===== config.mk =====
export PLATFORM = sky130hd
export DESIGN_NAME = eth_csr_cmd_bridge_flat
export DESIGN_NICKNAME = d
export VERILOG_FILES = /design/src/rtl/eth_csr_cmd_bridge_if.sv /design/src/rtl/eth_csr_cmd_bridge.sv /design/src/flat_wrapper.sv
export SDC_FILE = /design/constraint.sdc
export NUM_CORES = 1
export LEC_CHECK = 0
export ABC_AREA = 1
export BUFFER_PORTS_ARGS = -buffer_cell sky130_fd_sc_hd__buf_2
export CAP_MARGIN = 20
export CORE_MARGIN = 4
export CORE_UTILIZATION = 49
export DETAILED_ROUTE_END_ITERATION = 12
export GPL_TIMING_DRIVEN = 0
export PLACE_DENSITY = 0.84
export SLEW_MARGIN = 20
export SYNTH_ARGS = -nofsm -noshare
export SYNTH_HDL_FRONTEND = slang
export SYNTH_SLANG_ARGS = --single-unit

===== constraint.sdc =====
create_clock -name clk -period 4.1 [get_ports clk]
set_input_delay 0.41 -clock clk [delete_from_list [all_inputs] [get_ports clk]]
set_output_delay 0.41 -clock clk [all_outputs]
set_load 0.1 [all_outputs]

===== src/rtl/eth_csr_cmd_bridge_if.sv =====
// Avalon-MM bus between the Ethernet CSR command bridge (master) and the CSR fabric (slave).
// Strobe semantics: the master holds read/write with stable address/data until it samples waitrequest=0 on a rising edge.
interface eth_csr_cmd_bridge_if #(
    parameter int ADDR_W = 16
) ();
    logic [ADDR_W-1:0] avmm_address;
    logic              avmm_write;
    logic              avmm_read;
    logic [31:0]       avmm_writedata;
    logic              avmm_waitrequest;
    logic [31:0]       avmm_readdata;
    logic              avmm_readdatavalid;

    modport master (
        output avmm_address,
        output avmm_write,
        output avmm_read,
        output avmm_writedata,
        input  avmm_waitrequest,
        input  avmm_readdata,
        input  avmm_readdatavalid
    );

    modport slave (
        input  avmm_address,
        input  avmm_write,
        input  avmm_read,
        input  avmm_writedata,
        output avmm_waitrequest,
        output avmm_readdata,
        output avmm_readdatavalid
    );
endinterface


===== src/rtl/eth_csr_cmd_bridge.sv =====
// Turns edge-triggered command words from the Ethernet CSR block into single Avalon-MM
// read/write transactions, with a per-transaction timeout that aborts a stuck slave.
module eth_csr_cmd_bridge #(
    parameter int          ADDR_W         = 16,
    parameter int          TIMEOUT_CYCLES = 1024,
    parameter logic [31:0] TIMEOUT_DATA   = 32'hDEAD_BEEF
) (
    input  logic                        clk,
    input  logic                        reset,
    input  logic [31:0]                 eth_ctrl_addr,
    input  logic [31:0]                 eth_wr_data,
    output logic [31:0]                 eth_rd_data,
    output logic                        busy,
    output logic                        err_timeout,
    output logic [2:0]                  dbg_state_o,
    eth_csr_cmd_bridge_if.master        avmm
);

    typedef enum logic [2:0] {
        ST_IDLE    = 3'd0,
        ST_WR      = 3'd1,
        ST_RD      = 3'd2,
        ST_RD_WAIT = 3'd3,
        ST_DONE    = 3'd4
    } state_e;

    localparam int CNT_W = (TIMEOUT_CYCLES > 1) ? $clog2(TIMEOUT_CYCLES) : 1;
    localparam logic [CNT_W-1:0] CNT_LAST = CNT_W'(TIMEOUT_CYCLES - 1);

    state_e            state_q, state_d;
    logic              cmd_q;
    logic [ADDR_W-1:0] addr_q, addr_d;
    logic [31:0]       wdata_q, wdata_d;
    logic [31:0]       rdata_q, rdata_d;
    logic              err_q, err_d;
    logic [CNT_W-1:0]  cnt_q, cnt_d;

    logic              cmd_now;
    logic              accept;
    logic              timeout_hit;

    // cmd_q resets high so a command word held through reset does not look like a new edge.
    always_ff @(posedge clk) begin
        if (reset) begin
            state_q <= ST_IDLE;
            cmd_q   <= 1'b1;
            addr_q  <= '0;
            wdata_q <= '0;
            rdata_q <= '0;
            err_q   <= 1'b0;
            cnt_q   <= '0;
        end else begin
            state_q <= state_d;
            cmd_q   <= cmd_now;
            addr_q  <= addr_d;
            wdata_q <= wdata_d;
            rdata_q <= rdata_d;
            err_q   <= err_d;
            cnt_q   <= cnt_d;
        end
    end

    always_comb begin
        cmd_now     = eth_ctrl_addr[16] | eth_ctrl_addr[17];
        accept      = cmd_now & ~cmd_q & (state_q == ST_IDLE);
        timeout_hit = (cnt_q == CNT_LAST);

        state_d = state_q;
        addr_d  = addr_q;
        wdata_d = wdata_q;
        rdata_d = rdata_q;
        err_d   = err_q;
        cnt_d   = cnt_q;

        case (state_q)
            ST_IDLE: begin
                if (accept) begin
                    addr_d  = ADDR_W'(eth_ctrl_addr[15:0]);
                    wdata_d = eth_wr_data;
                    err_d   = 1'b0;
                    cnt_d   = '0;
                    state_d = eth_ctrl_addr[16] ? ST_WR : ST_RD;
                end
            end

            ST_WR: begin
                cnt_d = cnt_q + 1'b1;
                if (!avmm.avmm_waitrequest) begin
                    state_d = ST_DONE;
                end else if (timeout_hit) begin
                    err_d   = 1'b1;
                    state_d = ST_DONE;
                end
            end

            // A zero-latency slave returns readdatavalid on the same edge it drops waitrequest.
            ST_RD: begin
                cnt_d = cnt_q + 1'b1;
                if (!avmm.avmm_waitrequest) begin
                    if (avmm.avmm_readdatavalid) begin
                        rdata_d = avmm.avmm_readdata;
                        state_d = ST_DONE;
                    end else begin
                        state_d = ST_RD_WAIT;
                    end
                end else if (timeout_hit) begin
                    err_d   = 1'b1;
                    rdata_d = TIMEOUT_DATA;
                    state_d = ST_DONE;
                end
            end

            ST_RD_WAIT: begin
                cnt_d = cnt_q + 1'b1;
                if (avmm.avmm_readdatavalid) begin
                    rdata_d = avmm.avmm_readdata;
                    state_d = ST_DONE;
                end else if (timeout_hit) begin
                    err_d   = 1'b1;
                    rdata_d = TIMEOUT_DATA;
                    state_d = ST_DONE;
                end
            end

            ST_DONE: begin
                if (!cmd_now) begin
                    state_d = ST_IDLE;
                end
            end

            default: state_d = ST_IDLE;
        endcase
    end

    assign avmm.avmm_address   = addr_q;
    assign avmm.avmm_writedata = wdata_q;
    assign avmm.avmm_write     = (state_q == ST_WR);
    assign avmm.avmm_read      = (state_q == ST_RD);

    assign eth_rd_data = rdata_q;
    assign err_timeout = err_q;
    assign busy        = (state_q != ST_IDLE);
    assign dbg_state_o = state_q;

endmodule

===== src/flat_wrapper.sv =====
// flat-port wrapper written by rule: the top's interface ports become plain ports
module eth_csr_cmd_bridge_flat 
#(
    parameter int          ADDR_W         = 16,
    parameter int          TIMEOUT_CYCLES = 1024,
    parameter logic [31:0] TIMEOUT_DATA   = 32'hDEAD_BEEF
)
  (clk, reset, eth_ctrl_addr, eth_wr_data, eth_rd_data, busy, err_timeout, dbg_state_o, avmm_avmm_address, avmm_avmm_write, avmm_avmm_read, avmm_avmm_writedata, avmm_avmm_waitrequest, avmm_avmm_readdata, avmm_avmm_readdatavalid);
  eth_csr_cmd_bridge_if #(.ADDR_W(ADDR_W)) avmm_i ();
  input  logic clk;
  input  logic reset;
  input  logic [31:0] eth_ctrl_addr;
  input  logic [31:0] eth_wr_data;
  output logic [31:0] eth_rd_data;
  output logic busy;
  output logic err_timeout;
  output logic [2:0] dbg_state_o;
  output wire logic [$bits(avmm_i.avmm_address)-1:0] avmm_avmm_address;
  output wire logic [$bits(avmm_i.avmm_write)-1:0] avmm_avmm_write;
  output wire logic [$bits(avmm_i.avmm_read)-1:0] avmm_avmm_read;
  output wire logic [$bits(avmm_i.avmm_writedata)-1:0] avmm_avmm_writedata;
  input wire logic [$bits(avmm_i.avmm_waitrequest)-1:0] avmm_avmm_waitrequest;
  input wire logic [$bits(avmm_i.avmm_readdata)-1:0] avmm_avmm_readdata;
  input wire logic [$bits(avmm_i.avmm_readdatavalid)-1:0] avmm_avmm_readdatavalid;
  assign avmm_avmm_address = avmm_i.avmm_address;
  assign avmm_avmm_write = avmm_i.avmm_write;
  assign avmm_avmm_read = avmm_i.avmm_read;
  assign avmm_avmm_writedata = avmm_i.avmm_writedata;
  assign avmm_i.avmm_waitrequest = avmm_avmm_waitrequest;
  assign avmm_i.avmm_readdata = avmm_avmm_readdata;
  assign avmm_i.avmm_readdatavalid = avmm_avmm_readdatavalid;
  eth_csr_cmd_bridge #(.ADDR_W(ADDR_W), .TIMEOUT_CYCLES(TIMEOUT_CYCLES), .TIMEOUT_DATA(TIMEOUT_DATA)) u_core (.clk(clk), .reset(reset), .eth_ctrl_addr(eth_ctrl_addr), .eth_wr_data(eth_wr_data), .eth_rd_data(eth_rd_data), .busy(busy), .err_timeout(err_timeout), .dbg_state_o(dbg_state_o), .avmm(avmm_i));
endmodule

==> impl_summary.md <==
Floorplan
The number of rows created at floorplan is 31. From left edge to right edge, the die measures 96.4 um. The floorplan die area is 9290 um^2.

The floorplan die height is 96.4 um. The starting density of the core is 51.7%. During I/O placement, the number of pins put on the boundary was 187. The region available for standard cell placement spans 7410 um^2.

Hold path
The start point of the worst min-delay path is eth_ctrl_addr[17]. The path type of the worst min-delay path is in2reg. The worst hold path passes through 3 cells. The sink of the worst hold path is u_core.cmd_q.

Place
In this run the tool buffered the top-level ports with 172 buffer cells. The congestion estimate from routability-driven global placement came to 0.893. Detailed placement finished with a half-perimeter wire length of 8370 um. Once placement completed, the tool counted placed cells totaling 759.

Run status
The flow ran to the end, and the final reports show no timing, DRC or antenna violations.

Synthesis
After synthesis, the largest family of logic cells by area is simple AND/OR/NAND/NOR gates. The number of register bits inferred by synthesis is 95. The warning count from the yosys run is 0.

The most used flip-flop cell after synthesis is sky130_fd_sc_hd__dfxtp_1. After synthesis, the mean cell area works out to 7.84 um^2. Summing the areas of all fa, ha and maj instances in the mapped netlist gives 0.327% of the synthesized area.

The xor/xnor cell area share of the yosys netlist is 0.686%. Synthesis produced 488 cells. The post-synthesis cell type count is 31. When the netlist entered floorplanning its net count stood at 589. The share of the Yosys chip area taken by registers is 49.7%.

For this run, asynchronously set or reset flops after synthesis account for 0%. The number of synthesized flops with an enable pin is 0. The post-synthesis simple-gate area fraction is 29.3%. The synthesized netlist devotes 13.5% of its cell area to compound gates. After synthesis, the share of cell area in mux cells is 0%. The post-synthesis instance area is 3830 um^2.

Timing
The largest clock skew in the final design is 0.00680 ns. The final period demand of the worst path is 2.09 ns. Setup repair after global routing left no endpoint under its margin. After layout, the worst path uses 51.0% of the clock period. The relative slew slack is 65.1%. Setup violations remaining at the end of the flow were counted as 0. The actual transition at the worst max-transition pin is 0.523 ns. The sum of negative setup slack is 0 ns. The max-slew violation count is 0.

The final hold violation count is 0. The maximum clock frequency is 478 MHz.

Critical path
The reg-to-reg critical path endpoint is u_core.eth_rd_data[26]. The dominant delay contributor by cell family on the critical path is buffers and inverters. Traced cell by cell, the critical path runs through nor2_2 -> inv_1 -> nor2_1 -> inv_1 -> buf_2.

In this run the register-to-register setup slack is 2.41 ns. At the worst endpoint, the required time is 3.69 ns. The startpoint identified for the worst register-to-register timing path is u_core.cnt_q[0]. Of all nets on the critical path, the largest fanout is 8. In this design, the stage delay of the slowest critical-path cell is 0.54 ns. The cell seen most often among critical-path stages is sky130_fd_sc_hd__inv_1. Together, buffers and inverters on the worst path number 3. For the worst flop-to-flop path, the logic depth is 10. The cell with the largest stage delay on the worst path is sky130_fd_sc_hd__dfxtp_1. The critical path is of the reg2out type.

The worst setup path is captured at a primary output. The worst endpoint data arrival time is 1.68 ns. The startpoint kind of the worst setup timing path is a flop.

CTS
The number of clock sinks is 95. The buffer levels on the longest clock path is 2. The buffer cell driving the clock tree root is sky130_fd_sc_hd__clkbuf_8. TritonCTS built the clock tree.

After clock tree synthesis, the clock-pin slew on the worst setup and hold paths is 0.08 ns. The count of H-tree levels built during CTS is 3. Hold repair after CTS inserted 0 buffers. Gates resized during post-CTS repair numbered 0. The number of buffers created by CTS is 9.

Clock latency on the worst-skew pair, taken at its later pin, is 0.34 ns. The number of setup buffers added after CTS is 0.

Drt
The via density per instance is 5.00. The number of detailed-routing iterations run before antenna repair is 4. The remaining number of nets flagged by the antenna check after routing is 0. In this run, the number of DRC markers left after iteration 0 of detailed routing was 93.

The final route contains 3867 vias. After detailed routing, the average wire length per cell comes to 13.8 um. For this run, design rule violations remaining after detail routing come to 0. The routed design has 10700 um of wire.

Global routing
The number of global-route vias before repair is 3795. The initial antenna violation count is 1. The first global-routing pass estimated 16700 um of wire. The aggregate global-route resource usage is 22.9%. The overflow left after global routing is 0. Entering global routing, the biggest net connects 15 pins.

Layout
The count of non-filler cells in the finished layout is 773. From synthesis to final layout, the design area changed by 31.2%. After the last flow step, the layout net total stands at 772. The number of fill cells is 647. In the final layout, the share of cells above drive strength 1 is 35.5%. Summing all multi-input logic gate instances after layout gives 1680 um^2.

The antenna diode count is 0. The combined flip-flop and latch cell area is 1900 um^2.

Power and ir drop
In this run the static leakage power is 2.51 nW. The post-route total power is 0.00201 W. Across the VDD grid, the largest voltage drop is 275 uV. For this design the ratio of total power to cell area is 401 nW/um^2.

Run
Across the run, the number of max-cap violations was 0.
[power breakdown]
| group | switching (W) | internal (W) |
|---|---|---|
| clock | 0.000297 | 0.000355 |
| sequential | 0.0000166 | 0.000952 |
| combinational | 0.000309 | 0.0000822 |
[synthesized netlist by cell type (2+ instances only)]
cell type,number,share of area [%]
sky130_fd_sc_hd__inv_1,16,1.6
sky130_fd_sc_hd__buf_2,2,0.26
sky130_fd_sc_hd__buf_6,6,1.8
sky130_fd_sc_hd__nand2_2,3,0.49
sky130_fd_sc_hd__dfxtp_1,95,50
sky130_fd_sc_hd__buf_12,2,1.0
sky130_fd_sc_hd__clkbuf_1,11,1.1
sky130_fd_sc_hd__o21ai_0,42,5.5
sky130_fd_sc_hd__buf_4,2,0.39
sky130_fd_sc_hd__nand3_4,2,0.92
sky130_fd_sc_hd__nand2_4,2,0.59
sky130_fd_sc_hd__nor2_1,143,14
sky130_fd_sc_hd__a21oi_1,18,2.4
sky130_fd_sc_hd__xor2_1,2,0.46
sky130_fd_sc_hd__nor2_2,24,3.9
sky130_fd_sc_hd__nand2_1,45,4.4
sky130_fd_sc_hd__o21ai_1,34,4.4
sky130_fd_sc_hd__nand3_1,21,2.7
sky130_fd_sc_hd__nor2_4,4,1.2
sky130_fd_sc_hd__inv_2,3,0.29
[layout by cell type (no fill, tap or decap), drive strengths merged]
cell and count:
a21oi 19, dfxtp 95, nand3 24, nand2 51, o21ai 77, a31oi 1
nor2 171, inv 19, xor2 2, buf 185, ha 1, o2111ai 1
clkbuf 22, bufinv 2, clkinv 1, nor3b 1, xnor2 1, a21boi 1
[layout make-up]
cell class / instances / area share [%]
plain buffers: 24 / 3.54
well taps: 99 / 2.47
repair buffers: 172 / 17.1
multi-input cells: 350 / 33.4
clock buffers: 11 / 2.82
flip-flops and latches: 95 / 37.9
clock inverters: 3 / 1.37
inverters: 19 / 1.42
[metal layers]
layer	global-route usage (%)	routed length [um]	vias up
met3	7.67	1070	15
met4	7.48	156	2
li1	-	-	1931
met5	0	13	-
met2	40.4	5120	150
met1	25.9	4330	1769
[sequential cells by signal, indices dropped and copies added (netlist names)]
signal / flops
u_core.eth_rd_data: 32
u_core.avmm.avmm_writedata: 32
u_core.err_timeout: 1
u_core.cnt_q: 10
u_core.dbg_state_o: 3
u_core.cmd_q: 1
u_core.avmm.avmm_address: 16
[worst min-delay path, delay by kind of cell]
family | cells | cell delay [ns]
and+or+nand+nor | 2 | 0.08
buffers and inverters | 1 | 0.09
[cell families (layout without fill, tap and decap cells)]
logic type | after synthesis | in the layout
buffers and inverters | 43 | 229
adder cells (fa/ha/maj) | 1 | 1
flip-flops | 95 | 95
XOR/XNOR | 3 | 3
AND/OR/NAND/NOR | 247 | 247
AO/OA/AOI/OAI | 99 | 99
[per-stage QoR]
stage	setup WS (ns)	hold slack [ns]	util [%]	instance area [um^2]
CTS	2.01	0.267	67.8	5020
global placement	2.33	0.441	65.0	4810
global route	1.90	0.253	67.8	5020
floorplan	1.61	0.453	-	3830
finish	2.01	0.276	67.8	5020
detailed placement	2.30	0.445	65.0	4810
[how the worst max path moves through the flow]
stage / startpoint / end / slack [ns] / cells after the start
2_1_floorplan: u_core.dbg_state_o[0] / busy / 1.61 / 4
3_3_place_gp: reset / u_core.eth_rd_data[30] / 2.33 / 6
3_5_place_dp: reset / u_core.avmm.avmm_writedata[30] / 2.30 / 6
4_1_cts: u_core.dbg_state_o[1] / busy / 2.01 / 5
5_1_grt: u_core.dbg_state_o[1] / busy / 1.90 / 5
6_report: u_core.dbg_state_o[1] / busy / 2.01 / 5
(Power assumes the default switching activity.)
